==> src/rtl/pipeline_pkg.sv <==
// Shared pipeline types and constants for the ID/EX stage.
package pipeline_pkg;

  localparam int unsigned CTRL_W = 16;
  localparam logic [4:0]  REG_X0 = 5'd0;

  // Control flags that decide whether the EX slot holds live work.
  typedef struct packed {
    logic valid;
    logic regwe;
    logic memre;
    logic memwe;
  } ex_bundle_t;

  localparam ex_bundle_t EX_BUBBLE = '{valid: 1'b0, regwe: 1'b0, memre: 1'b0, memwe: 1'b0};

endpackage

==> src/rtl/load_use_detect.sv <==
// Combinational load-use comparator between the ID instruction and a load sitting in EX.
module load_use_detect (
  input  logic       id_valid,
  input  logic [4:0] id_rs1,
  input  logic [4:0] id_rs2,
  input  logic       id_use_rs1,
  input  logic       id_use_rs2,
  input  logic       ex_valid,
  input  logic       ex_memRE,
  input  logic [4:0] ex_rd,
  input  logic       ex_flush,
  output logic       load_use
);
  import pipeline_pkg::*;

  logic hit_rs1;
  logic hit_rs2;

  assign hit_rs1  = id_use_rs1 & (id_rs1 == ex_rd);
  assign hit_rs2  = id_use_rs2 & (id_rs2 == ex_rd);
  // A taken branch squashes the ID instruction, so there is nothing to stall for.
  assign load_use = id_valid & ex_valid & ex_memRE & (ex_rd != REG_X0) &
                    (hit_rs1 | hit_rs2) & ~ex_flush;

endmodule

==> src/rtl/id_ex_stage.sv <==
// ID/EX pipeline register with load-use bubble insertion, flush and downstream-stall hold.
// Optional perf counters are enabled with `define PERF_CNT_EN.
module id_ex_stage #(
  parameter int unsigned XLEN   = 32,
  parameter int unsigned CTRL_W = pipeline_pkg::CTRL_W,
  parameter int unsigned CNT_W  = 32
) (
  input  logic              clk,
  input  logic              rst,
  input  logic              id_valid,
  input  logic [XLEN-1:0]   id_pc,
  input  logic [4:0]        id_rs1,
  input  logic [4:0]        id_rs2,
  input  logic              id_use_rs1,
  input  logic              id_use_rs2,
  input  logic [4:0]        id_rd,
  input  logic [XLEN-1:0]   id_rs1_data,
  input  logic [XLEN-1:0]   id_rs2_data,
  input  logic [XLEN-1:0]   id_imm,
  input  logic [CTRL_W-1:0] id_ctrl,
  input  logic              id_regWE,
  input  logic              id_memRE,
  input  logic              id_memWE,
  input  logic              ex_flush,
  input  logic              mem_stall,
  output logic              ex_valid,
  output logic [XLEN-1:0]   ex_pc,
  output logic [4:0]        ex_rs1,
  output logic [4:0]        ex_rs2,
  output logic [4:0]        ex_rd,
  output logic [XLEN-1:0]   ex_rs1_data,
  output logic [XLEN-1:0]   ex_rs2_data,
  output logic [XLEN-1:0]   ex_imm,
  output logic [CTRL_W-1:0] ex_ctrl,
  output logic              ex_regWE,
  output logic              ex_memRE,
  output logic              ex_memWE,
  output logic              stall_if_id,
  output logic [CNT_W-1:0]  perf_stall_cnt,
  output logic [CNT_W-1:0]  perf_flush_cnt
);
  import pipeline_pkg::*;

  logic       load_use;
  ex_bundle_t id_ctl;
  ex_bundle_t ctl_q;

  load_use_detect u_load_use_detect (
    .id_valid   (id_valid),
    .id_rs1     (id_rs1),
    .id_rs2     (id_rs2),
    .id_use_rs1 (id_use_rs1),
    .id_use_rs2 (id_use_rs2),
    .ex_valid   (ctl_q.valid),
    .ex_memRE   (ctl_q.memre),
    .ex_rd      (ex_rd),
    .ex_flush   (ex_flush),
    .load_use   (load_use)
  );

  assign stall_if_id = load_use | mem_stall;

  // Writes to x0 are dropped here so forwarding never sees x0 as a producer.
  always_comb begin
    id_ctl       = EX_BUBBLE;
    id_ctl.valid = id_valid;
    id_ctl.regwe = id_regWE & id_valid & (id_rd != REG_X0);
    id_ctl.memre = id_memRE & id_valid;
    id_ctl.memwe = id_memWE & id_valid;
  end

  always_ff @(posedge clk or posedge rst) begin
    if (rst) begin
      ctl_q <= EX_BUBBLE;
    end else if (ex_flush) begin
      ctl_q <= EX_BUBBLE;
    end else if (!mem_stall) begin
      ctl_q <= load_use ? EX_BUBBLE : id_ctl;
    end
  end

  // Data fields only move on a real advance; they are don't-care inside a bubble.
  always_ff @(posedge clk or posedge rst) begin
    if (rst) begin
      ex_pc       <= '0;
      ex_rs1      <= '0;
      ex_rs2      <= '0;
      ex_rd       <= '0;
      ex_rs1_data <= '0;
      ex_rs2_data <= '0;
      ex_imm      <= '0;
      ex_ctrl     <= '0;
    end else if (!ex_flush && !mem_stall && !load_use) begin
      ex_pc       <= id_pc;
      ex_rs1      <= id_rs1;
      ex_rs2      <= id_rs2;
      ex_rd       <= id_rd;
      ex_rs1_data <= id_rs1_data;
      ex_rs2_data <= id_rs2_data;
      ex_imm      <= id_imm;
      ex_ctrl     <= id_ctrl;
    end
  end

  assign ex_valid = ctl_q.valid;
  assign ex_regWE = ctl_q.regwe;
  assign ex_memRE = ctl_q.memre;
  assign ex_memWE = ctl_q.memwe;

`ifdef PERF_CNT_EN
  logic [CNT_W-1:0] stall_cnt_q;
  logic [CNT_W-1:0] flush_cnt_q;
  logic             stall_inc;

  assign stall_inc = load_use & ~mem_stall & ~ex_flush;

  always_ff @(posedge clk or posedge rst) begin
    if (rst) begin
      stall_cnt_q <= '0;
      flush_cnt_q <= '0;
    end else begin
      if (stall_inc && (stall_cnt_q != '1)) stall_cnt_q <= stall_cnt_q + CNT_W'(1);
      if (ex_flush && (flush_cnt_q != '1)) flush_cnt_q <= flush_cnt_q + CNT_W'(1);
    end
  end

  assign perf_stall_cnt = stall_cnt_q;
  assign perf_flush_cnt = flush_cnt_q;
`else
  assign perf_stall_cnt = '0;
  assign perf_flush_cnt = '0;
`endif

endmodule
==> config.mk <==
export PLATFORM = sky130hd
export DESIGN_NAME = id_ex_stage
export DESIGN_NICKNAME = d
export VERILOG_FILES = /design/src/rtl/pipeline_pkg.sv /design/src/rtl/load_use_detect.sv /design/src/rtl/id_ex_stage.sv
export SDC_FILE = /design/constraint.sdc
export NUM_CORES = 1
export LEC_CHECK = 0
export BUFFER_PORTS_ARGS = -buffer_cell sky130_fd_sc_hd__buf_2
export CAP_MARGIN = 25
export CORE_AREA = 2 2 156 158
export DETAILED_ROUTE_END_ITERATION = 16
export DIE_AREA = 0 0 158 160
export GPL_TIMING_DRIVEN = 0
export PLACE_DENSITY_LB_ADDON = 0.1
export RECOVER_POWER = 100
export SLEW_MARGIN = 0
export SYNTH_ARGS = -nofsm -noshare
export SYNTH_HDL_FRONTEND = slang
export SYNTH_HIERARCHICAL = 1
export SYNTH_SLANG_ARGS = --single-unit
==> constraint.sdc <==
create_clock -name clk -period 13.1 [get_ports clk]
set_input_delay 1.31 -clock clk [delete_from_list [all_inputs] [get_ports clk]]
set_output_delay 1.31 -clock clk [all_outputs]
set_load 0.05 [all_outputs]
==> results of run 1 <==
## registers in the layout, summed over array words and instances (netlist names)
name,count
ex_imm,32
ex_rd,5
ex_ctrl,16
ex_rs1,5
ex_rs2,5
ex_regWE,1
ex_memWE,1
ex_rs1_data,32
ex_rs2_data,32
ex_memRE,1
ex_pc,32
ex_valid,1
## worst max-delay path, stage by stage
cell	delay (ns)
clkbuf_1	0.11
xor2_1	0.16
nor4_1	0.35
nand3_1	0.14
a221oi_1	0.35
or2_0	0.21
clkbuf_1	0.50
## kinds of logic (layout without fill, tap and decap cells)
logic type	count (synthesis)	after routing	synth area share, %
flip-flops	163	163	60.0
multiplexers	160	160	26.5
buffers and inverters	83	447	10.1
AND/OR/NAND/NOR	17	17	1.58
XOR/XNOR	10	10	1.29
AO/OA/AOI/OAI	5	5	0.570
other	1	65	0.0551
## cell type report
type / count / area, µm²
clock buffer: 18 / 439
sequential: 163 / 4080
buffer: 81 / 544
antenna: 1 / 2.50
inverter: 2 / 8.76
fill: 2486 / 14500
multi-input combinational: 256 / 2250
tap: 324 / 405
timing repair buffer: 333 / 1480
clock inverter: 13 / 115
## final timing paths
check,cells past startpoint,from,to
min in group asynchronous,2,rst,ex_imm[23]
min reg2reg,1,ex_ctrl[2],ex_ctrl[2]
max reg2reg,9,ex_rd[4],ex_pc[27]
max,7,id_rs2[4],stall_if_id
min,1,ex_ctrl[2],ex_ctrl[2]
max in group asynchronous,3,rst,ex_rs2_data[10]
## layer usage
layer  vias to the layer above  share of wire [%]
li1                       2220                  -
met1                      2250                 37
met2                       226                 50
met3                        22                 10
met4                         0                2.2
met5                         -                  0
## cells in the final DEF, fill, tap and decap left out, types with 3 or more instances in the layout
| master | netlist | layout |
|---|---|---|
| dfrtp_1 | 163 | 163 |
| mux2_2 | 149 | 149 |
| clkbuf_1 | 0 | 182 |
| nand2_1 | 3 | 3 |
| clkinvlp_4 | 0 | 3 |
| conb_1 | 1 | 64 |
| nand3_1 | 4 | 4 |
| clkbuf_16 | 0 | 17 |
| nor2_1 | 2 | 3 |
| xor2_1 | 8 | 8 |
| clkinv_4 | 0 | 3 |
| mux2_1 | 10 | 10 |
| a21oi_1 | 3 | 3 |
| inv_6 | 0 | 5 |
| buf_4 | 68 | 64 |
| buf_2 | 0 | 167 |
## power by group through the flow
stage | combinational, µW | sequential [µW] | clock, µW
after floorplan | 152 | 884 | 0
after global placement | 551 | 620 | 0
after detailed placement | 552 | 621 | 0
after CTS | 553 | 613 | 498
after global routing | 545 | 625 | 522
final | 519 | 614 | 480
## through the flow
stage               utilization, %  instance area [µm²]
detailed placement            38.4                 9140
finish                        39.2                 9330
floorplan                        -                 7040
global route                  39.2                 9330
global placement              38.2                 9100
CTS                           40.7                 9690
==> impl_metrics.csv, run 1 <==
group,metric,value,unit
timing,whs,0.485,ns
yosys,ys.flop_type,"dfrtp_1",
yosys,synth_area_leaders,"dfrtp_1 60%, mux2_2 25%, buf_4 7.5%, mux2_1 1.7%, buf_6 1.5%",
final_layout,fin_cells,1191,
floorplan,ios,397,
flow_run,cap_violations,1,
cts,path_clk_slew,0.06,ns
critical_path,crit_arrival,3.13,ns
cts,postCtsHoldBufs,0,
critical_path,required,11.79,ns
drt,viasPerCell,3.96,
pwr,seqPwrFrac,38.1,%
cts,cts.sinks,163,
final_layout,synthToLayoutAreaGrowth,37.1,%
pwr,p_int,952,µW
yosys,synth_seq_cells,163,
yosys,syn_inst,439,
final_layout,fin_nets,1023,
yosys,yosysSeqAreaShare,60.0,%
timing,slew_viol_final,49,
placement,dpl.hpwl,13.5,mm
floorplan,placement_rows,57,
floorplan,coreArea,23800,µm²
drt,routed_wl,17.9,mm
global_routing,grt_pass1_wl,27.0,mm
yosys,synth_edf_count,0,
placement,gp_congestion,0.749,
placement,dp_cells,1159,
cts,insertion_delay,0.43,ns
yosys,syn_avg_cell_area,15.5,µm²
critical_path,startpoint_type,"input port",
critical_path,crit_fanout,2,
critical_path,worstSetupEndpointType,"output pin",
timing,rsz0062_at_grt,"false",
cts,htree_levels,4,
global_routing,busiest_layer,"met2",
pwr,clkPwrFrac,29.7,%
floorplan,initial_core_util,28.6,%
drt,ant_nets,0,
placement,place_ws,8.93,ns
drt,remaining_drc_errors,0,
timing,max_freq,225,MHz
drt,num_vias,4718,
cts,cts-buffers-inserted,17,
hold_path,hold_path.class,"reg2reg",
run_status,status,"complete, but fails checks",
yosys,synth_top_area_cell,"dfrtp_1",
global_routing,grtUsageMet3,5.59,%
global_routing,grt_use_total,14.1,%
pwr,p_sw_share,41.0,%
pwr,p_sw,661,µW
yosys,async_flop_share,100,%
floorplan,die_h,160,µm
pwr,p_leak,0.00430,µW
floorplan,die_w,158,µm
critical_path,r2r_slack,9.84,ns
pwr,ir_drop,0.0682,mV
timing,fin_skew,0.00962,ns
cts,cts_resized,0,
global_routing,grtUsageMet2,24.1,%
pwr,power_density,173,nW/µm²
timing,hold_violations,0,
yosys,synth_top_area_share,60.0,%
yosys,ys_types,25,
timing,slew-limit-headroom,-52.4,%
timing,worst_pin_slew,2.27,ns
yosys,synth.top_cells.by_count,"163 x dfrtp_1, 149 x mux2_2, 68 x buf_4",
floorplan,die_area,25300,µm²
yosys,synth_most_common_cell,"dfrtp_1",
run_status,violations,"capacitance limit, slew limit",
global_routing,antenna_found_initial,1,
critical_path,worstSetupPathType,"in2out",
cts,cts_root_buf,"clkbuf_16",
timing,worst_slack,8.66,ns
cts,post_cts_buffers,0,
pwr,combPwrFrac,32.2,%
cts,cts_tree,"done",
drt,first_pass_iters,4,
pwr,power.total,1610,µW
global_routing,grt_pass1_vias,4794,
timing,tns,0,ns
drt,post_drt_wl_per_cell,15.0,µm
global_routing,grt_max_degree,116,
timing,timing.final.crit_period,4.44,ns
drt,drt_iter0_drc,117,
global_routing,use_met1,15.4,%
yosys,ys_warn_count,6,
final_layout,drive_above_1_share,47.7,%
cts,clockBufferDepth,2,
timing,post-route-period-util,33.9,%
yosys,synth_area,6800,µm²
global_routing,grt_overflow,0,
placement,port-buffer-count,332,
timing,setup_violations,0,
No activity file was read; power rests on OpenSTA's default activity.
==> inputs of run 2 (changes only) <==
- ABC_AREA: not set -> 1
- clock period: 13.1 -> 3.91 ns (I/O delays scaled with it)
==> run 2 against run 1 <==
  * Area after synthesis increased by 1.7%
  * The flow now finishes without violations
  * Die area unchanged
  * Critical path type is now reg2reg
  * Non-clock buffer count grew 20
  * Sequential power rose to 3.3 times the previous value
  * Register-to-register slack lost 8.7 ns
  * Critical endpoint is now ex_rs2[0]
==> impl_metrics.csv, run 2 <==
group,metric,value,unit
timing,hold_violations,0,
floorplan,ios,397,
timing,fin_skew,0.00876,ns
cts,path_clk_slew,0.07,ns
pwr,p_leak,0.00544,µW
timing,worst_pin_slew,1.39,ns
floorplan,placement_rows,57,
yosys,synth.top_cells.by_count,"513 x nand2_1, 163 x dfrtp_1, 67 x buf_4",
global_routing,grt_pass1_vias,5783,
global_routing,grt_max_degree,40,
pwr,ir_drop,0.238,mV
cts,insertion_delay,0.43,ns
critical_path,worstSetupPathType,"reg2reg",
cts,clockBufferDepth,2,
critical_path,slowest_delay,0.55,ns
timing,max_freq,363,MHz
cts,cts.sinks,163,
final_layout,final_common_cell,"nand2_1",
critical_path,crit_fanout,10,
flow_run,cap_violations,0,
yosys,async_flop_share,100,%
yosys,synth_edf_count,0,
floorplan,coreArea,23800,µm²
drt,routed_wl,21.6,mm
cts,htree_levels,4,
critical_path,worstPathCellList,"inv_1 > nand2_1 > nand2_1 > nor2_1 > nand3_1 > a21oi_1 > inv_1 > nand2_1 > clkbuf_1 > clkbuf_1 > nand2_1 > nand2_1",
yosys,ys.flop_type,"dfrtp_1",
cts,cts_root_buf,"clkbuf_16",
critical_path,cp_top_family,"buffers and inverters",
critical_path,cp.depth,12,
pwr,power_density,554,nW/µm²
critical_path,path_common_cell,"nand2_1",
hold_path,hold_depth,3,
critical_path,required,4.27,ns
drt,ant_nets,0,
global_routing,busiest_layer,"met2",
global_routing,grtUsageMet3,5.56,%
global_routing,grt_use_total,16.6,%
critical_path,worstSetupEndpointType,"flip-flop",
global_routing,grtUsageMet2,27.7,%
final_layout,antenna_cells,0,
yosys,synth_most_common_cell,"nand2_1",
cts,post_cts_buffers,0,
placement,gp_congestion,0.771,
floorplan,die_area,25300,µm²
yosys,synth_seq_cells,163,
yosys,synth_area,6920,µm²
global_routing,antenna_found_initial,0,
critical_path,cp_num_buf_inv,4,
run_status,status,"complete, no violations",
placement,port-buffer-count,332,
final_layout,fill_cells,2675,
yosys,ys_types,16,
cts,postCtsHoldBufs,0,
final_layout,layout_common_cells,"514 x nand2_1, 187 x clkbuf_1, 169 x buf_2",
timing,setup_violations,0,
cts,cts_resized,0,
yosys,syn_avg_cell_area,8.43,µm²
floorplan,die_h,160,µm
drt,post_drt_wl_per_cell,13.7,µm
yosys,ys_warn_count,6,
placement,dpl.hpwl,16.3,mm
global_routing,grt_overflow,0,
drt,first_pass_iters,4,
cts,cts-buffers-inserted,17,
yosys,synth_top_area_cell,"dfrtp_1",
drt,viasPerCell,3.94,
drt,remaining_drc_errors,0,
timing,rsz0062_at_grt,"false",
critical_path,startpoint_type,"flip-flop",
global_routing,use_met1,20.5,%
timing,post-route-period-util,70.4,%
timing,slew_viol_final,0,
yosys,syn_inst,821,
timing,worst_slack,1.16,ns
timing,timing.final.crit_period,2.75,ns
critical_path,critPathSlowestCell,"clkbuf_1",
placement,place_ws,1.69,ns
final_layout,synthToLayoutAreaGrowth,39.4,%
yosys,synth_area_leaders,"dfrtp_1 59%, nand2_1 28%, buf_4 7.3%, buf_6 1.8%, buf_2 0.87%",
hold_path,hold_path.class,"in2reg",
critical_path,rr_worst_depth,12,
cts,cts_tree,"done",
floorplan,initial_core_util,29.1,%
final_layout,drive_above_1_share,22.5,%
timing,slew-limit-headroom,6.75,%
critical_path,crit_arrival,3.11,ns
final_layout,fin_nets,1408,
floorplan,die_w,158,µm
global_routing,grt_pass1_wl,32.2,mm
drt,num_vias,6209,
drt,drt_iter0_drc,254,
yosys,yosysSeqAreaShare,58.9,%
yosys,synth_top_area_share,58.9,%
timing,tns,0,ns
[run 2: path summary, 6_finish.rpt]
path                            startpoint               to  slack (ns)
max in group asynchronous              rst        ex_imm[4]        2.39
min in group asynchronous              rst  ex_rs1_data[25]        0.28
hold reg to reg             ex_rs2_data[1]   ex_rs2_data[1]        0.47
hold / removal             id_rs2_data[12]  ex_rs2_data[12]        0.15
setup reg to reg                  ex_rd[4]        ex_rs2[0]        1.16
setup / recovery                  ex_rd[4]        ex_rs2[0]        1.16
[run 2: through the flow]
step	power, µW	instances	hold WS, ns	area [µm²]	util, %
2_1_floorplan	3240	884	0.501	7160	-
3_3_place_gp	3670	1540	0.458	9230	38.7
3_5_place_dp	3680	1544	0.460	9310	39.1
4_1_cts	5480	1574	0.0673	9910	41.6
5_1_grt	5590	1574	0.136	9650	40.5
6_report	5340	1574	0.154	9650	40.5
[run 2: tightest hold or removal path: stages]
cell and delay, ns:
buf_2 0.07, nand2_1 0.04, nand2_1 0.04
[run 2: kinds of logic (layout without fill, tap and decap cells)]
family                 count (synthesis)  after routing  synth area share [%]
buffers and inverters                119            485                  11.5
AND/OR/NAND/NOR                      535            535                  29.2
other                                  1             64                0.0542
AO/OA/AOI/OAI                          3              3                 0.271
flip-flops                           163            163                  58.9
[run 2: layout make-up]
cell class	count	area, µm²	share of cell area, %
Sequential cell	163	4080	42.3
Multi-Input combinational cell	602	2270	23.6
Timing Repair Buffer	336	1540	15.9
Buffer	98	673	6.98
Clock buffer	17	425	4.41
Tap cell	324	405	4.20
Clock inverter	13	175	1.82
Inverter	21	80.1	0.830
[run 2: where the power goes]
group	total, µW	internal, µW	switching (µW)
registers	2010	1890	119
logic	1560	309	1250
clock network	1770	1010	754
total	5340	3220	2130
[run 2: per-layer routing]
metal | routed length [µm] | up-vias | part of all wire, %
met2 | 10600 | 233 | 49
met5 | 0 | - | 0
met1 | 8890 | 2793 | 41
li1 | - | 3167 | -
met4 | 208 | 0 | 0.96
met3 | 1900 | 16 | 8.8
==> inputs of run 3 (changes only) <==
- ABC_AREA: 1 -> 0
- CORE_AREA: 2 2 156 158 -> 2 2 155 157
- DIE_AREA: 0 0 158 160 -> 0 0 157 159
- clock period: 3.91 -> 2.44 ns (I/O delays scaled with it)
==> run 3 against run 2 <==
  * Utilization up 0.99 points
  * Sequential power up 64%
  * Count of clock-buffer cells in the layout up 1
  * Combinational power up 83%
  * Cell count down 24%
  * Non-clock buffer count down 11
  * First-iteration DRC count down 55%
  * Die area down 1.3%
  * Flip-flop and latch count unchanged
  * Setup slack worse by 1.1 ns
  * Register-to-register slack worse by 1.1 ns
  * Critical path depth down 6
  * Largest cell class unchanged
==> impl_metrics.csv, run 3 (same netlist as run 1, synthesis figures left out) <==
group,metric,value,unit
run_status,status,"complete, no violations",
cts,htree_levels,4,
drt,viasPerCell,3.99,
critical_path,critPathSlowestCell,"dfrtp_2",
global_routing,antenna_found_initial,2,
timing,tns,0,ns
placement,gp_congestion,0.749,
pwr,power_density,917,nW/µm²
floorplan,coreArea,23200,µm²
timing,post-route-period-util,96.2,%
cts,cts_tree,"done",
pwr,p_leak,0.00448,µW
drt,ant_nets,0,
placement,dpl.hpwl,14.3,mm
cts,cts_root_buf,"clkbuf_16",
timing,max_freq,426,MHz
timing,setup_violations,0,
final_layout,antenna_cells,0,
placement,port-buffer-count,332,
critical_path,crit_fanout,5,
floorplan,initial_core_util,29.3,%
cts,clockBufferDepth,2,
drt,drt_iter0_drc,114,
cts,cts-buffers-inserted,17,
final_layout,final_common_cell,"buf_2",
floorplan,die_h,159,µm
critical_path,r2r_slack,0.10,ns
global_routing,grt_pass1_wl,27.6,mm
floorplan,die_w,157,µm
placement,place_area,9190,µm²
timing,fin_skew,0.0111,ns
critical_path,startpoint_type,"flip-flop",
global_routing,grt_use_total,14.3,%
critical_path,worstPathCellList,"xor2_1 > nor4_2 > nand3_1 > a221oi_2 > or2_4 > buf_8",
cts,path_clk_slew,0.07,ns
final_layout,layout_common_cells,"172 x buf_2, 159 x clkbuf_1, 158 x dfrtp_1",
timing,rsz0062_at_grt,"true",
hold_path,hold_path.class,"in2reg",
final_layout,final_cell_area,9620,µm²
global_routing,grt_pass1_vias,5166,
global_routing,grt_overflow,0,
final_layout,final_core_util,41.5,%
floorplan,ios,397,
pwr,ir_drop,0.376,mV
floorplan,die_area,25000,µm²
critical_path,rr_worst_depth,9,
critical_path,slowest_delay,0.44,ns
critical_path,worstSetupEndpointType,"output pin",
critical_path,required,2.20,ns
critical_path,worstSetupEndpoint,"stall_if_id",
pwr,power.total,8830,µW
drt,post_drt_wl_per_cell,15.2,µm
final_layout,fin_nets,1032,
drt,first_pass_iters,6,
final_layout,synthToLayoutAreaGrowth,41.5,%
critical_path,timing.rr.end,"ex_ctrl[5]",
final_layout,drive_above_1_share,52.1,%
flow_run,cap_violations,0,
drt,num_vias,4763,
critical_path,timing.rr.start,"ex_rd[4]",
timing,timing.final.crit_period,2.35,ns
global_routing,grt_max_degree,43,
placement,place_ws,-0.0249,ns
floorplan,placement_rows,56,
timing,slew-limit-headroom,28.6,%
critical_path,crit_arrival,2.10,ns
final_layout,fill_cells,2308,
critical_path,worstSetupPathType,"reg2out",
timing,slew_viol_final,0,
critical_path,startpoint,"ex_rd[4]",
drt,remaining_drc_errors,0,
timing,hold_violations,0,
cts,cts.sinks,163,
timing,worst_pin_slew,1.07,ns
timing,worst_slack,0.0920,ns
cts,insertion_delay,0.42,ns
drt,routed_wl,18.2,mm
[run 3: area by class of cell]
type / instances / area [µm²] / area share [%]
Tap cell: 319 / 399 / 4.15
Buffer: 81 / 677 / 7.03
Inverter: 2 / 8.76 / 0.0910
Clock inverter: 14 / 145 / 1.51
Clock buffer: 18 / 439 / 4.56
Sequential cell: 163 / 4090 / 42.4
Timing Repair Buffer: 342 / 1580 / 16.4
Multi-Input combinational cell: 256 / 2290 / 23.8
[run 3: layer usage]
layer	wire [µm]	up-vias	track usage, %
met5	30	-	0
met4	320	4	4.55
met3	1920	24	6.12
met2	9140	240	25.1
met1	6790	2256	15.3
li1	-	2239	-
[run 3: how the worst min path moves through the flow]
stage                     cells after the start  slack, ns  startpoint        endpoint
after floorplan                               1       0.31    ex_flush        ex_memRE
after global placement                        1       0.47  ex_ctrl[2]      ex_ctrl[2]
after detailed placement                      2       0.19         rst  ex_rs1_data[4]
after CTS                                     2       0.02   id_pc[27]       ex_pc[27]
after global routing                          2       0.03   id_pc[27]       ex_pc[27]
final                                         2       0.05   id_pc[27]       ex_pc[27]
[run 3: through the flow]
step,instances,hold slack (ns)
2_1_floorplan,502,0.307
3_3_place_gp,1153,0.465
3_5_place_dp,1157,0.188
4_1_cts,1191,0.0240
5_1_grt,1195,0.0278
6_report,1195,0.0479
[run 3: repair_timing]
| action | in CTS | in global routing |
|---|---|---|
| gates cloned | 0 | 1 |
| pin swaps | 4 | 4 |
| setup endpoints to repair | 11 | 111 |
| hold buffers | 1 | 0 |
| hold endpoints to repair | 5 | 0 |
| setup buffers | 1 | 3 |
| resized for setup | 5 | 4 |
[run 3: where the power goes]
group          internal (µW)  switching (µW)  leakage (µW)
registers               3100             208       0.00191
clock network           1470            1190      0.000284
logic                    711            2140       0.00229
[run 3: critical path: cells and delay by family (launching register included)]
kind | cells | cell delay, ns
simple gates | 3 | 0.62
flops | 1 | 0.44
compound gates | 1 | 0.30
xor+xnor | 1 | 0.19
buf+inv | 1 | 0.15
